$ cat src/rtl/ram_bist_pkg.sv
// Shared definitions for the RAM march-test controller: FSM states, counter
// opcodes and default geometry / background pattern.
package ram_bist_pkg;

    localparam int          ADDR_W_DEF  = 7;
    localparam int          DATA_W_DEF  = 8;
    localparam logic [7:0]  PATTERN_DEF = 8'h55;

    typedef enum logic [3:0] {
        ST_IDLE   = 4'd0,
        ST_W_UP   = 4'd1,
        ST_RD_UP  = 4'd2,
        ST_WR_UP  = 4'd3,
        ST_RD_DN  = 4'd4,
        ST_WR_DN  = 4'd5,
        ST_RD_FIN = 4'd6,
        ST_CK_FIN = 4'd7,
        ST_DONE   = 4'd8
    } bist_state_e;

    localparam logic [1:0] CNT_HOLD = 2'd0;
    localparam logic [1:0] CNT_INC  = 2'd1;
    localparam logic [1:0] CNT_DEC  = 2'd2;
    localparam logic [1:0] CNT_CLR  = 2'd3;

endpackage

$ cat src/rtl/ram_bist_addr_cnt.sv
// March address counter: up/down/hold/clear with terminal-count flags.
module ram_bist_addr_cnt
    import ram_bist_pkg::*;
#(
    parameter int ADDR_W = ADDR_W_DEF
) (
    input  logic              clk,
    input  logic              rst,
    input  logic [1:0]        op,
    output logic [ADDR_W-1:0] count,
    output logic              at_max,
    output logic              at_zero
);

    always_ff @(posedge clk or posedge rst) begin
        if (rst) begin
            count <= '0;
        end else begin
            case (op)
                CNT_INC: count <= count + 1'b1;
                CNT_DEC: count <= count - 1'b1;
                CNT_CLR: count <= '0;
                default: count <= count;
            endcase
        end
    end

    assign at_max  = &count;
    assign at_zero = ~|count;

endmodule

$ cat src/rtl/ram_bist.sv
// March BIST controller (W0 up; R0/W1 up; R1/W0 down; R0 final) driving one
// port of a registered-read RAM and reporting pass plus first failing address/data.
module ram_bist_ctrl
    import ram_bist_pkg::*;
#(
    parameter int                ADDR_W  = ADDR_W_DEF,
    parameter int                DATA_W  = DATA_W_DEF,
    parameter logic [DATA_W-1:0] PATTERN = PATTERN_DEF
) (
    input  logic              clk,
    input  logic              rst,
    input  logic              start,
    output logic              busy,
    output logic              done,
    output logic              pass,
    output logic [ADDR_W-1:0] fail_addr,
    output logic [DATA_W-1:0] fail_data,
    output logic [ADDR_W-1:0] ram_a,
    output logic [DATA_W-1:0] ram_d,
    output logic              ram_we,
    input  logic [DATA_W-1:0] ram_q,
    output logic [3:0]        dbg_state
);

    // Handshake: start is a level request, accepted only on a rising edge where
    // the FSM sits in IDLE or DONE; busy rises the following cycle as the
    // acknowledge and start is ignored until done is reported again.

    bist_state_e       state, state_nx;
    logic [1:0]        cnt_op;
    logic [ADDR_W-1:0] addr;
    logic              at_max, at_zero;
    logic              clear, fail_set, pass_set;
    logic [DATA_W-1:0] exp_rd;
    logic              mismatch;

    ram_bist_addr_cnt #(.ADDR_W(ADDR_W)) u_addr_cnt (
        .clk     (clk),
        .rst     (rst),
        .op      (cnt_op),
        .count   (addr),
        .at_max  (at_max),
        .at_zero (at_zero)
    );

    always_ff @(posedge clk or posedge rst) begin
        if (rst) state <= ST_IDLE;
        else     state <= state_nx;
    end

    // Read data is compared in the cycle after the read address was presented.
    always_comb begin
        exp_rd = PATTERN;
        if (state == ST_WR_DN) exp_rd = ~PATTERN;
    end

    assign mismatch = (ram_q != exp_rd);

    always_comb begin
        state_nx = state;
        cnt_op   = CNT_HOLD;
        clear    = 1'b0;
        fail_set = 1'b0;
        pass_set = 1'b0;
        case (state)
            ST_IDLE, ST_DONE: begin
                if (start) begin
                    state_nx = ST_W_UP;
                    cnt_op   = CNT_CLR;
                    clear    = 1'b1;
                end
            end
            ST_W_UP: begin
                cnt_op = CNT_INC;
                if (at_max) state_nx = ST_RD_UP;
            end
            ST_RD_UP: state_nx = ST_WR_UP;
            ST_WR_UP: begin
                if (mismatch) begin
                    fail_set = 1'b1;
                    state_nx = ST_DONE;
                end else if (at_max) begin
                    state_nx = ST_RD_DN;
                end else begin
                    cnt_op   = CNT_INC;
                    state_nx = ST_RD_UP;
                end
            end
            ST_RD_DN: state_nx = ST_WR_DN;
            ST_WR_DN: begin
                if (mismatch) begin
                    fail_set = 1'b1;
                    state_nx = ST_DONE;
                end else if (at_zero) begin
                    state_nx = ST_RD_FIN;
                end else begin
                    cnt_op   = CNT_DEC;
                    state_nx = ST_RD_DN;
                end
            end
            ST_RD_FIN: state_nx = ST_CK_FIN;
            ST_CK_FIN: begin
                if (mismatch) begin
                    fail_set = 1'b1;
                    state_nx = ST_DONE;
                end else if (at_max) begin
                    pass_set = 1'b1;
                    state_nx = ST_DONE;
                end else begin
                    cnt_op   = CNT_INC;
                    state_nx = ST_RD_FIN;
                end
            end
            default: state_nx = ST_IDLE;
        endcase
    end

    always_ff @(posedge clk or posedge rst) begin
        if (rst) begin
            pass      <= 1'b0;
            fail_addr <= '0;
            fail_data <= '0;
        end else if (clear) begin
            pass      <= 1'b0;
            fail_addr <= '0;
            fail_data <= '0;
        end else if (fail_set) begin
            pass      <= 1'b0;
            fail_addr <= addr;
            fail_data <= ram_q;
        end else if (pass_set) begin
            pass      <= 1'b1;
        end
    end

    // RAM port is a pure decode of state and address; the write of a failing
    // WR_* cycle still happens because the decode ignores the compare result.
    always_comb begin
        ram_we = 1'b0;
        ram_d  = '0;
        case (state)
            ST_W_UP:  begin ram_we = 1'b1; ram_d = PATTERN;  end
            ST_WR_UP: begin ram_we = 1'b1; ram_d = ~PATTERN; end
            ST_WR_DN: begin ram_we = 1'b1; ram_d = PATTERN;  end
            default:  begin ram_we = 1'b0; ram_d = '0;       end
        endcase
    end

    assign busy      = (state != ST_IDLE) && (state != ST_DONE);
    assign done      = (state == ST_DONE);
    assign ram_a     = busy ? addr : '0;
    assign dbg_state = state;

endmodule

$ cat config.mk
export PLATFORM = sky130hd
export DESIGN_NAME = ram_bist_ctrl
export DESIGN_NICKNAME = d
export VERILOG_FILES = /design/src/rtl/ram_bist_pkg.sv /design/src/rtl/ram_bist_addr_cnt.sv /design/src/rtl/ram_bist.sv
export SDC_FILE = /design/constraint.sdc
export NUM_CORES = 1
export LEC_CHECK = 0
export CAP_MARGIN = 15
export CORE_MARGIN = 3
export CORE_UTILIZATION = 55
export DETAILED_ROUTE_END_ITERATION = 8
export DONT_BUFFER_PORTS = 1
export PLACE_DENSITY = 0.81
export RECOVER_POWER = 50
export SLEW_MARGIN = 20
export SYNTH_ARGS = -nofsm -noshare
export SYNTH_HDL_FRONTEND = slang
export SYNTH_SLANG_ARGS = --single-unit
$ cat constraint.sdc
create_clock -name clk -period 6.71 [get_ports clk]
set_input_delay 1.0065 -clock clk [delete_from_list [all_inputs] [get_ports clk]]
set_output_delay 1.0065 -clock clk [all_outputs]
set_load 0.02 [all_outputs]
# After elaboration in Yosys (flattened, before gate mapping)
# Cells that the tools add are included.
op_classes:
  n_addsub: 2
  n_eq_ne: 15
  muxes: 34
  n_reduce_logical: 14
ops:
  columns: ["cell", "count"]
  rows:
  - ["$pmux 4 s8", 1]
  - ["$mux 4", 6]
  - ["$mux 8", 3]
  - ["$mux 7", 3]
  - ["$pmux 7 s3", 1]
  - ["$eq 4x3->1 const B", 4]
  - ["$pmux 8 s2", 1]
  - ["$mux 1", 13]
  - ["$eq 4x2->1 const B", 2]
  - ["$mux 2", 4]
  - ["$ne 8x8->1", 1]
  - ["$pmux 2 s4", 1]
  - ["$add 7x1->7 const B", 1]
  - ["$reduce_and 7->1", 1]
  - ["$reduce_or 7->1", 1]
  - ["$sub 7x1->7 const B", 1]
  - ["$reduce_bool 3->1", 2]
  - ["$reduce_or 2->1", 3]
  - ["$reduce_or 3->1", 2]
  - ["$eq 2x2->1 const B", 2]
  - ["$eq 4x1->1 const B", 1]
  - ["$eq 4x4->1 const B", 1]
  - ["$logic_not 4->1", 1]
  - ["$ne 2x2->1 const B", 2]
  - ["7 further kinds", 7]
totals:
  regBits: 27
  in_bits: 11
  out_inout_bits: 38
  elab_cells: 70

# Longest topological paths before layout
# Gate-level depths: netlist of the first run.
depth:
  depth_word: 8
  ltp_mapped: 10
  depth_no_buf: 9

# By module
# Synthesis of the first run repeated with hierarchy kept, for this count alone.
hier_totals:
  cells_unflattened: 206
  hier_area_um2: 1798.0
modules_own_cells:
  columns: ["mod", "instances", "cells_per_inst", "area_each_um2", "seq_area_each_um2"]
  rows:
  - ["ram_bist_ctrl", 1, 136, 1221.2, 500.5]
  - ["ram_bist_addr_cnt", 1, 70, 576.8, 175.2]

# Least setup slack after synthesis of the first run
# OpenSTA, ideal clock, no wires.
synth_path:
  path_type: "input port to flip-flop"
  from: "input ram_q[0]"
  to: "register u_addr_cnt.count[6]"
  setup_ns: 0.079
  arrival_ns: 3.120
  required_time_ns: 6.631
  path_slack_ns: 3.511
  stages: 9
  n_path_buf: 0
  path_cell_list: "nor4bb_1 -> nand4_1 -> nor2_1 -> ha_1 -> a211oi_1 -> o21ai_0 -> and2_1 -> a31oi_1 -> mux2i_1"
synth_between:
  elab_chain_len: 5
  word_cells_on_any_way: 9
  classes_between: "eq/ne (4); mux (4); reduce/logical (1)"
synth_lines:
  columns: ["element", "line", "text"]
  rows:
  - ["from (decl)", "ram_bist.sv:21", "input logic [DATA_W-1:0] ram_q,"]
  - ["$ne 8x8->1 *", "ram_bist.sv:57", "assign mismatch = (ram_q != exp_rd);"]
  - ["$mux 1 / $mux 2 (equally long branches)", "ram_bist.sv:103, ram_bist.sv:91", null]
  - ["$pmux 2 s4 *", "ram_bist.sv:65", "case (state)"]
  - ["$eq 2x2->1 / $eq 2x1->1 (equally long branches)", "ram_bist_addr_cnt.sv:19", "case (op)"]
  - ["$pmux 7 s3 / $reduce_bool 3->1 (equally long branches)", null, null]
  - ["to (signal assigned)", "ram_bist_addr_cnt.sv:20", "CNT_INC: count <= count + 1'b1;"]
  - ["to (signal assigned)", "ram_bist_addr_cnt.sv:21", "CNT_DEC: count <= count - 1'b1;"]
  - ["to (signal assigned)", "ram_bist_addr_cnt.sv:23", "default: count <= count;"]
  - ["to (decl)", "ram_bist_addr_cnt.sv:10", "output logic [ADDR_W-1:0] count,"]
# Every way passes the cells marked *; elsewhere a longest branch is shown, timed or not.
# A chain may end at the register's enable or synchronous reset.

# Worst setup path in the final report of the first run
layout_path:
  from: "register state[0], in the netlist dbg_state[0]"
  to: "register u_addr_cnt.count[6]"
layout_between:
  elab_chain_len: 7
  word_cells_on_any_way: 18
  classes_between: "eq/ne (9); mux (5); reduce/logical (4)"
layout_lines:
  columns: ["element", "line", "text"]
  rows:
  - ["from (decl)", "ram_bist.sv:29", "bist_state_e state, state_nx;"]
  - ["from (signal assigned)", "ram_bist.sv:48", "else state <= state_nx;"]
  - ["$eq 4x3->1", "ram_bist.sv:54, ram_bist.sv:65", null]
  - ["$mux 8", "ram_bist.sv:54", "if (state == ST_WR_DN) exp_rd = ~PATTERN;"]
  - ["$ne 8x8->1", "ram_bist.sv:57", null]
  - ["$mux 1 / $mux 2 (equally long branches)", "ram_bist.sv:103, ram_bist.sv:91", null]
  - ["$pmux 2 s4 *", "ram_bist.sv:65", null]
  - ["$eq 2x2->1 / $eq 2x1->1 (equally long branches)", "ram_bist_addr_cnt.sv:19", null]
  - ["$pmux 7 s3 / $reduce_bool 3->1 (equally long branches)", null, null]
# Marked as above.

==> summary by stage, run 1 <==
Cells and area
The number of antenna diodes in the final layout is 0. The library cell used most frequently in the layout, excluding fill and tap cells, is sky130_fd_sc_hd__nor2_1. The final layout contains 189 nets. Of the cells placed in the final design, the portion with a size suffix greater than 1 is 0.08772. The library cells used most frequently in the layout, excluding fill and tap cells, are sky130_fd_sc_hd__nor2_1, sky130_fd_sc_hd__dfrtp_1, sky130_fd_sc_hd__mux2i_1. The finished cells cover 0.001694 mm².

The area growth from synthesis to layout is -0.4415%.

Floorplanning
The die span in y is 61.62 µm. The area of the die is 0.003797 mm². The x dimension of the die is 61.62 µm. The placement row count is 19. The core box area is 0.002853 mm². In this run the count of I/O pins placed on the die edge is 49. The starting density of the core is 0.5965.

Pwr
Of the total power, the share spent switching nets is 0.5213. The fraction of power consumed by sequential logic is 0.422. Dividing total power by cell area gives a power density of 447.3 mW/mm².

The share of total power dissipated in combinational logic is 0.489. In this run the static leakage power is 0.8935 nW. The net load switching power is 395.0 µW. The clock group share of total power is 0.089. The worst-case IR drop observed on VDD is 0.2666 mV.

Internal power comes to 362.8 µW.

Logic synthesis
Counting every net in the synthesized netlist gives 196. The portion of the post-synthesis area used by sequential elements is 0.3971. Synthesis produced 179 cells. After synthesis, the share of flip-flops with an asynchronous set or reset is 1.000. Of the post-synthesis cell area, the dominant cell type holds 0.3971. Each instance of the synthesized netlist takes up on average 9.506 µm². The count of state elements after synthesis is 27.

In the post-synthesis netlist, the biggest area contributors are sky130_fd_sc_hd__dfrtp_1, sky130_fd_sc_hd__mux2i_1, sky130_fd_sc_hd__nor2_1. In the synthesized netlist the dominant register cell turns out to be sky130_fd_sc_hd__dfrtp_1. During synthesis, Yosys emitted a total of 0 warnings.

The synthesized netlist occupies a cell area of 0.001702 mm². The library cell with the largest summed area after synthesis is sky130_fd_sc_hd__dfrtp_1. Counting distinct cell types in the post-synthesis netlist gives 43. Counting flops with a built-in enable in the synthesized netlist gives 0.

Worst setup path
The cell type group with the largest total delay on the critical path is simple AND/OR/NAND/NOR gates. On the worst path, the slowest cell contributes a delay of 0.88 ns. The critical path launch point is dbg_state[0]. The critical path goes through nor3b_4, nand4_1, nor2_1, ha_1, a211oi_1, o21ai_0, and2_1, a31oi_1, mux2i_1. The type of element capturing the critical path is a flip-flop. Data on the critical path is required at its endpoint by 6.97 ns.

The critical setup path kind is reg -> reg. The slowest stage cell on the critical path is sky130_fd_sc_hd__nor3b_4. In this run the critical register-to-register path is launched from dbg_state[0]. The endpoint arrival time on the critical path is 4.19 ns. The startpoint kind of the worst setup timing path is a flip-flop.

The combined buffer and inverter count along the critical path is 0. Along the worst path, the maximum fanout reaches 10. The setup check on the worst reg-to-reg path leaves a slack of 2.78 ns.

Route
For this run, design rule violations remaining after detail routing come to 0. The average vias per placed instance is 6.460. The iteration count of the initial detailed-routing pass is 4. In this run the remaining antenna-violating nets after routing total 0. The number of DRC markers in iteration 0 is 85. Summed over all layers, the routed wires come to 3.721 mm. After detailed routing, the average wire length per cell comes to 18.42 µm.

The total via count in the routed design is 1305.

Clock network
The insertion delay of the later-clocked pin in the worst-skew pair is 0.32 ns. Once the clock tree was built, the resizer swapped 0 gates to a different size. The tree built by TritonCTS fans out to 27 sinks. The clock passes through at most 2 buffers.

The post-CTS setup buffer count is 0. In this run, post-CTS hold repair placed 0 buffers. The number of levels in the clock H-tree is 1. After clock tree synthesis, the clock-pin slew on the worst setup and hold paths is 0.14 ns. The root buffer cell is sky130_fd_sc_hd__clkbuf_4. TritonCTS built the clock tree. The total CTS buffers is 3.

Placed design
In this run the cell area measured after placement is 0.001667 mm². The congestion estimate from routability-driven global placement came to 0.9059. Buffers placed on the I/O ports in this run total 0. The HPWL reported at the end of detailed placement is 2.765 mm.

STA
At the pin with the least slew margin, the transition time is 1.024 ns. Timing would allow up to 254.5 MHz. After layout, the minimum clock period comes to 3.930 ns. The tightest slew margin relative to the limit is 0.3163. The post-route setup TNS is 0 ns. The final count of pins violating max slew was 0.

The clock arrives with 0.01246 ns of skew. The number of hold violations in the final report came to 0. Setup violations remaining at the end of the flow were counted as 0. Setup repair after global routing left no endpoint under its margin.

The share of the clock period used by the worst path after layout is 0.5857.

GRT
The initial antenna violation count is 0. Entering global routing, the biggest net connects 28 pins. The met3 usage in global routing is 0.06080. In this run the most used layer during global routing was met2. In the global route stage, overall resource usage came out at 0.2046. The first-pass GRT wire length is 5.727 mm. The leftover overflow at the end of global routing is 0.

The global-route track usage on met2 is 0.3154. The met1 capacity usage during global routing is 0.2804. The number of global-route vias before repair is 1232.

Min path
The min-delay analysis places its worst path in the category reg -> reg. The startpoint of the most critical hold path is u_addr_cnt.count[6].

Run status
The run finished with clean final reports.

Run
The max-capacitance violation count is 0.
## layout make-up
type	instances	area, µm²
clock buffer	3	22.52
clock inverter	1	5.005
fill	250	1159
inverter	4	15.01
multi-input combinational	134	922.1
sequential	27	675.6
tap	31	38.79
timing repair buffer	2	15.01
## cells in the mapped netlist, types with 2 or more instances
master	n
sky130_fd_sc_hd__a211oi_1	4
sky130_fd_sc_hd__a21o_1	3
sky130_fd_sc_hd__a21oi_1	5
sky130_fd_sc_hd__a32oi_1	2
sky130_fd_sc_hd__and2_1	3
sky130_fd_sc_hd__buf_2	4
sky130_fd_sc_hd__buf_4	7
sky130_fd_sc_hd__clkbuf_1	2
sky130_fd_sc_hd__dfrtp_1	27
sky130_fd_sc_hd__ha_1	5
sky130_fd_sc_hd__inv_1	4
sky130_fd_sc_hd__mux2_2	4
sky130_fd_sc_hd__mux2i_1	16
sky130_fd_sc_hd__nand2_1	6
sky130_fd_sc_hd__nand2b_1	2
sky130_fd_sc_hd__nand3_1	5
sky130_fd_sc_hd__nand4_1	2
sky130_fd_sc_hd__nand4bb_1	2
sky130_fd_sc_hd__nor2_1	29
sky130_fd_sc_hd__nor2b_1	10
sky130_fd_sc_hd__nor3_1	4
sky130_fd_sc_hd__nor4bb_1	2
sky130_fd_sc_hd__o21ai_0	11
## power groups by stage
stage / Combinational (mW) / Sequential (mW) / Clock [mW]
2_1_floorplan: 0.361 / 0.291 / 0
3_3_place_gp: 0.358 / 0.319 / 0
3_5_place_dp: 0.369 / 0.323 / 0
4_1_cts: 0.370 / 0.319 / 0.0707
5_1_grt: 0.412 / 0.331 / 0.0756
6_report: 0.371 / 0.320 / 0.0672
## sequential cells by signal, indices dropped and copies added (netlist names)
name	flops
pass	1
u_addr_cnt.count	7
dbg_state	4
fail_addr	7
fail_data	8
## tightest hold or removal path: cells and delay by family (launching register included)
family	cells	cell delay, ns
flops	1	0.45
mux	1	0.06
simple gates	1	0.08
## stage by stage
step	setup slack (ns)	instances	hold WS (ns)	total power [mW]	util
floorplan	3.511	179	0.5400	0.6518	-
finish	2.780	202	0.6089	0.7578	0.5939
global route	2.366	202	0.6549	0.8178	0.5939
global placement	2.949	198	0.5946	0.6770	0.5842
detailed placement	2.826	198	0.5969	0.6922	0.5842
CTS	2.787	202	0.6211	0.7603	0.5939
## layer usage
layer  part of all wire  vias up  wire length (µm)
li1                   -      614                 -
met1               0.42      640              1548
met2               0.49       47              1819
met3              0.090        4               336
met4             0.0046        0                17
met5                  0        -                 0
## final timing paths
check	to	depth (start not counted)
worst min register to register	u_addr_cnt.count[6]	2
worst max register to register	u_addr_cnt.count[6]	9
min in group asynchronous	fail_data[0]	1
worst max-delay path	u_addr_cnt.count[6]	9
worst min-delay path	u_addr_cnt.count[6]	2
max in group asynchronous	u_addr_cnt.count[0]	1
## cells by family (layout without fill, tap and decap cells)
family                     Yosys count  in the layout  synth area share
AOI/OAI and AO/OA                   34             34            0.1302
xor gates and xnor gates             2              2           0.01030
adders and majority gates            6              6           0.04853
buffers and inverters               18             10           0.06250
DFF                                 27             27            0.3971
muxes                               20             20            0.1206
and+or+nand+nor                     72             72            0.2309
No activity file was read; power rests on OpenSTA's default activity.
==> inputs of run 2 (changes only) <==
Settings changed: ABC_AREA set to 1, PLACE_DENSITY 0.81 to 0.84.
Clock period 6.71 ns to 3.25 ns, I/O delays scaled along.
==> run 2 against run 1 <==
Against the previous run:
- clock-buffer cell count stayed put
- final cell count is 36% higher
- largest cell class unchanged
- global-route usage is 0.57 points higher
- setup slack worse by 2.4 ns
- non-clock buffer count is 3 higher
- hold slack worse by 0.50 ns
- cell area is 17% higher
- wire length is 9.1% higher
- first-iteration DRC count is 36% higher
- critical path depth is 4 higher
==> summary by stage, run 2 <==
Pwr
The leakage component of the power is 0.9830 nW (was 0.8935 nW). The clock group share of total power came to 0.096 (was 0.089). The net load switching power is 966.4 µW (was 395.0 µW). The internal power component came to 755.3 µW (was 362.8 µW). The peak supply drop came to 0.5089 mV (was 0.2666 mV). The switching power as a share of total power is 0.5613 (was 0.5213). The part of the total power dissipated in combinational logic is 0.536 (was 0.489). The total power density per cell area is 871.5 mW/mm² (was 447.3 mW/mm²). The fraction of power consumed by sequential logic came to 0.368 (was 0.422).

Worst setup path
The worst endpoint required time was 3.50 ns (was 6.97 ns). The cell type group with the largest total delay on the critical path is compound AO/OA/AOI/OAI gates (was simple AND/OR/NAND/NOR gates). The startpoint kind of the worst setup timing path is a flip-flop (unchanged). The largest stage delay on the critical path is 0.54 ns (was 0.88 ns). The critical setup path kind is reg -> reg (unchanged). The slowest stage cell on the critical path is sky130_fd_sc_hd__dfrtp_1 (was sky130_fd_sc_hd__nor3b_4). The maximum fanout along the worst path came to 9 (was 10). The endpoint arrival time on the critical path is 3.08 ns (was 4.19 ns). The type of element capturing the critical path was a flip-flop (unchanged). Crit path cell chain: inv_2, nand2_2, nor2_4, inv_1, a211oi_1, buf_4, ha_1, a21o_1, a31oi_1, xor2_1, nor2_1, nand2_1, o21ai_1 (was nor3b_4, nand4_1, nor2_1, ha_1, a211oi_1, o21ai_0, and2_1, a31oi_1, mux2i_1). The combined buffer and inverter count along the critical path came to 3 (was 0).

Logic synthesis
The number of nets in the synthesized netlist is 250 (was 196). The most used flip-flop cell after synthesis is sky130_fd_sc_hd__dfrtp_1 (unchanged). The number of distinct library cells after synthesis is 33 (was 43). The portion of the post-synthesis area used by sequential elements is 0.3525 (was 0.3971). The synthesized area per cell is 8.227 µm² (was 9.506 µm²).

The number of cells produced by synthesis was 233 (was 179). The number of flops mapped to enable cells by yosys is 0 (unchanged). The combinational family with the most area after synthesis was simple AND/OR/NAND/NOR gates (unchanged). The proportion of synthesized area in mux cells came to 0 (was 0.1206). The fraction of the mapped netlist area in compound gates is 0.1332 (was 0.1301).

The post-synthesis async set-or-reset flop share is 1.000 (unchanged). The synthesized-area fraction occupied by adder cells is 0.04308 (was 0.04853). The number of warning messages in the yosys log is 0 (unchanged). The most frequently used cell type in the post-synthesis netlist is sky130_fd_sc_hd__nand2_1 (was sky130_fd_sc_hd__nor2_1). The portion of synthesized cell area occupied by the leading cell type is 0.3525 (was 0.3971). The xor/xnor share of the synthesized area is 0.01371 (was 0.01029). The total standard cell area after synthesis was 0.001917 mm² (was 0.001702 mm²).

The count of state elements after synthesis is 27 (unchanged). The simple-gate share of the synthesized area is 0.3525 (was 0.2309). The library cell with the largest summed area after synthesis is sky130_fd_sc_hd__dfrtp_1 (unchanged). Most frequent cells after synthesis: sky130_fd_sc_hd__nand2_1, sky130_fd_sc_hd__dfrtp_1, sky130_fd_sc_hd__nor2_1 (was sky130_fd_sc_hd__nor2_1, sky130_fd_sc_hd__dfrtp_1, sky130_fd_sc_hd__mux2i_1). Largest cells by area after synthesis: sky130_fd_sc_hd__dfrtp_1, sky130_fd_sc_hd__nand3_2, sky130_fd_sc_hd__nand2_1 (was sky130_fd_sc_hd__dfrtp_1, sky130_fd_sc_hd__mux2i_1, sky130_fd_sc_hd__nor2_1).

Route
The detailed-routed wire length on met2 is 1.984 mm (was 1.819 mm). The routed length on met1 is 1.757 mm (was 1.548 mm). The average wire per cell in the routed design is 14.76 µm (was 18.42 µm). The number of DRC markers in iteration 0 is 116 (was 85). The wire length on met3 is 305 µm (was 336 µm). The average vias per placed instance is 5.589 (was 6.460). The total via count in the routed design is 1537 (was 1305). The iteration count of the initial detailed-routing pass was 4 (unchanged).

The wire length after detailed routing is 4.060 mm (was 3.721 mm). The DRC violation count after routing is 0 (unchanged). The highest metal layer used by the detailed router is met4 (unchanged).

The count of antenna-violating nets left after detailed routing is 0 (unchanged).

Cells and area
The register bank with the most flops was fail_data (unchanged). The most frequent standard cell in the layout excluding fill and tap cells is sky130_fd_sc_hd__nand2_1 (was sky130_fd_sc_hd__nor2_1). The number of flip-flops in the largest register is 8 (unchanged). Largest registers ranked by flip-flop count: fail_data x8, fail_addr x7, u_addr_cnt.count x7 (unchanged). The layout-stage area growth over the synthesis result came to 3.068% (was -0.4415%). The number of antenna cells inserted came to 0 (unchanged). The fraction of the core area covered by cells at the end of the flow is 0.6217 (was 0.5939). Highest-count cells in the layout ignoring fill and taps: sky130_fd_sc_hd__nand2_1, sky130_fd_sc_hd__nor2_1, sky130_fd_sc_hd__dfrtp_1 (was sky130_fd_sc_hd__nor2_1, sky130_fd_sc_hd__dfrtp_1, sky130_fd_sc_hd__mux2i_1).

The fraction of layout instances using a drive strength above 1 is 0.2511 (was 0.08772). The final standard cell area without fillers is 0.001976 mm² (was 0.001694 mm²). The final-stage net count is 249 (was 189).

Floorplanning
The core box area was 0.003178 mm² (was 0.002853 mm²). The count of boundary I/O pins is 49 (unchanged). The die span in y is 65.04 µm (was 61.62 µm). The placement row count is 20 (was 19). The starting density of the core is 0.6031 (was 0.5965).

The x dimension of the die is 65.04 µm (was 61.62 µm). The area of the die is 0.004230 mm² (was 0.003797 mm²).

STA
The number of hold violations in the final report is 0 (unchanged). The maximum clock skew at final layout is 0.005224 ns (was 0.01246 ns). The peak clock frequency supported by timing is 354.5 MHz (was 254.5 MHz). The actual transition at the worst max-transition pin was 0.9700 ns (was 1.024 ns).

The hold slack was 0.1058 ns (was 0.6089 ns). The post-route setup TNS came to 0 ns (unchanged). The final setup violation count is 0 (unchanged).

The final critical path time including I/O delays and setup is 2.821 ns (was 3.930 ns). The final count of pins violating max slew is 0 (unchanged). The tightest slew margin relative to the limit came to 0.3493 (was 0.3163). The share of the clock period used by the worst path after layout came to 0.8681 (was 0.5857). Unrepaired setup endpoints after global routing: no (unchanged).

Clock network
The number of resized instances in the post-cts repair step came to 0 (unchanged). The clock-pin slew reported for the worst setup and hold paths after clock tree synthesis is 0.17 ns (was 0.14 ns). The cts-stage hold buffer count is 0 (unchanged). The total CTS buffers is 3 (unchanged). The clock tree from TritonCTS is built (unchanged). The post-CTS setup buffer count is 0 (unchanged). The root buffer cell is sky130_fd_sc_hd__clkbuf_4 (unchanged). The number of clock sinks is 27 (unchanged). The number of buffers between clock root and the deepest sink is 2 (unchanged).

The insertion delay of the later-clocked pin in the worst-skew pair is 0.34 ns (was 0.32 ns). The number of levels in the clock H-tree is 1 (unchanged).

Min path
The classification of the worst-slack hold path is in -> async (was reg -> reg).

Placed design
The HPWL reported at the end of detailed placement is 3.098 mm (was 2.765 mm). The total of buffers placed on input and output ports is 0 (unchanged). The final weighted congestion in routability-driven placement is 0.9403 (was 0.9059). The cell area reported after detailed placement was 0.001921 mm² (was 0.001667 mm²).

GRT
The first-pass GRT wire length is 6.948 mm (was 5.727 mm). The number of global-route vias before repair is 1453 (was 1232). The pin count of the biggest net entering global routing is 33 (was 28).

The initial antenna violation count is 0 (unchanged). The leftover overflow at the end of global routing is 0 (unchanged). The overall fraction of global-route tracks in use is 0.2103 (was 0.2046).

Run
The max-capacitance violation count is 0 (unchanged).

Run status
Status: finished, final reports clean (unchanged).
-- run 2: cell types whose count changed in the layout (fill, tap and decap cells not counted), moves of 4 or more --
cell and delta:
sky130_fd_sc_hd__mux2_2 -4, sky130_fd_sc_hd__o21ai_0 -7, sky130_fd_sc_hd__mux2i_1 -16, sky130_fd_sc_hd__nand3_2 +15
sky130_fd_sc_hd__o21ai_1 +5, sky130_fd_sc_hd__inv_1 +18, sky130_fd_sc_hd__o21ai_2 +14, sky130_fd_sc_hd__nand3_1 +13
sky130_fd_sc_hd__nor2b_1 -9, sky130_fd_sc_hd__inv_2 +7, sky130_fd_sc_hd__nand2_4 +5, sky130_fd_sc_hd__nand2_1 +33
-- run 2: worst reg2reg max path: stages (launching register included) --
cell and delay, ns:
sky130_fd_sc_hd__dfrtp_1 0.54, sky130_fd_sc_hd__inv_2 0.15, sky130_fd_sc_hd__nand2_2 0.09, sky130_fd_sc_hd__nor2_4 0.25
sky130_fd_sc_hd__inv_1 0.22, sky130_fd_sc_hd__a211oi_1 0.24, sky130_fd_sc_hd__buf_4 0.18, sky130_fd_sc_hd__ha_1 0.29
sky130_fd_sc_hd__a21o_1 0.22, sky130_fd_sc_hd__a31oi_1 0.19, sky130_fd_sc_hd__xor2_1 0.18, sky130_fd_sc_hd__nor2_1 0.07
sky130_fd_sc_hd__nand2_1 0.05, sky130_fd_sc_hd__o21ai_1 0.06
-- run 2: through the flow --
| stage | setup slack (ns) | instances | power, mW |
|---|---|---|---|
| global route | 0.1687 | 275 | 1.858 |
| finish | 0.4288 | 275 | 1.722 |
| detailed placement | 0.4439 | 270 | 1.544 |
| global placement | 0.5259 | 270 | 1.513 |
| CTS | 0.4292 | 274 | 1.706 |
| floorplan | 0.4640 | 233 | 1.424 |
-- run 2: cell families after synthesis --
group | count (synthesis)
xor gates and xnor gates | 3
DFF | 27
adders and majority gates | 6
AOI/OAI and AO/OA | 36
and+or+nand+nor | 120
buffers and inverters | 41
-- run 2: power groups by stage --
stage | registers (mW) | logic (mW) | clock network [mW]
after floorplan | 0.623 | 0.801 | 0
after global placement | 0.635 | 0.877 | 0
after detailed placement | 0.642 | 0.902 | 0
after CTS | 0.636 | 0.903 | 0.167
after global routing | 0.653 | 1.03 | 0.179
final | 0.634 | 0.923 | 0.165
-- run 2: final timing paths --
path                               from                  end  slack [ns]  cells past startpoint
min                                 rst         dbg_state[1]        0.11                      1
min in group clk               ram_q[1]         fail_data[1]        0.28                      2
max in group asynchronous           rst         fail_addr[5]        2.70                      1
max reg2reg                dbg_state[1]  u_addr_cnt.count[3]        0.43                     13
min reg2reg                dbg_state[0]         dbg_state[0]        0.56                      3
max                        dbg_state[1]  u_addr_cnt.count[3]        0.43                     13
-- run 2: layout make-up --
type                            instances  area [µm²]
Multi-Input combinational cell        165        1040
Clock buffer                            3       22.52
Timing Repair Buffer                    5       61.31
Inverter                               30       112.6
Fill cell                             280        1202
Sequential cell                        27       675.6
Tap cell                               44       55.05
Clock inverter                          1       8.758
-- run 2: layer usage --
layer  vias to the layer above  GRT usage
met5                         -          0
met4                         0    0.05440
met3                         2    0.03813
met2                        65     0.3436
met1                       708     0.2878
li1                        762          -
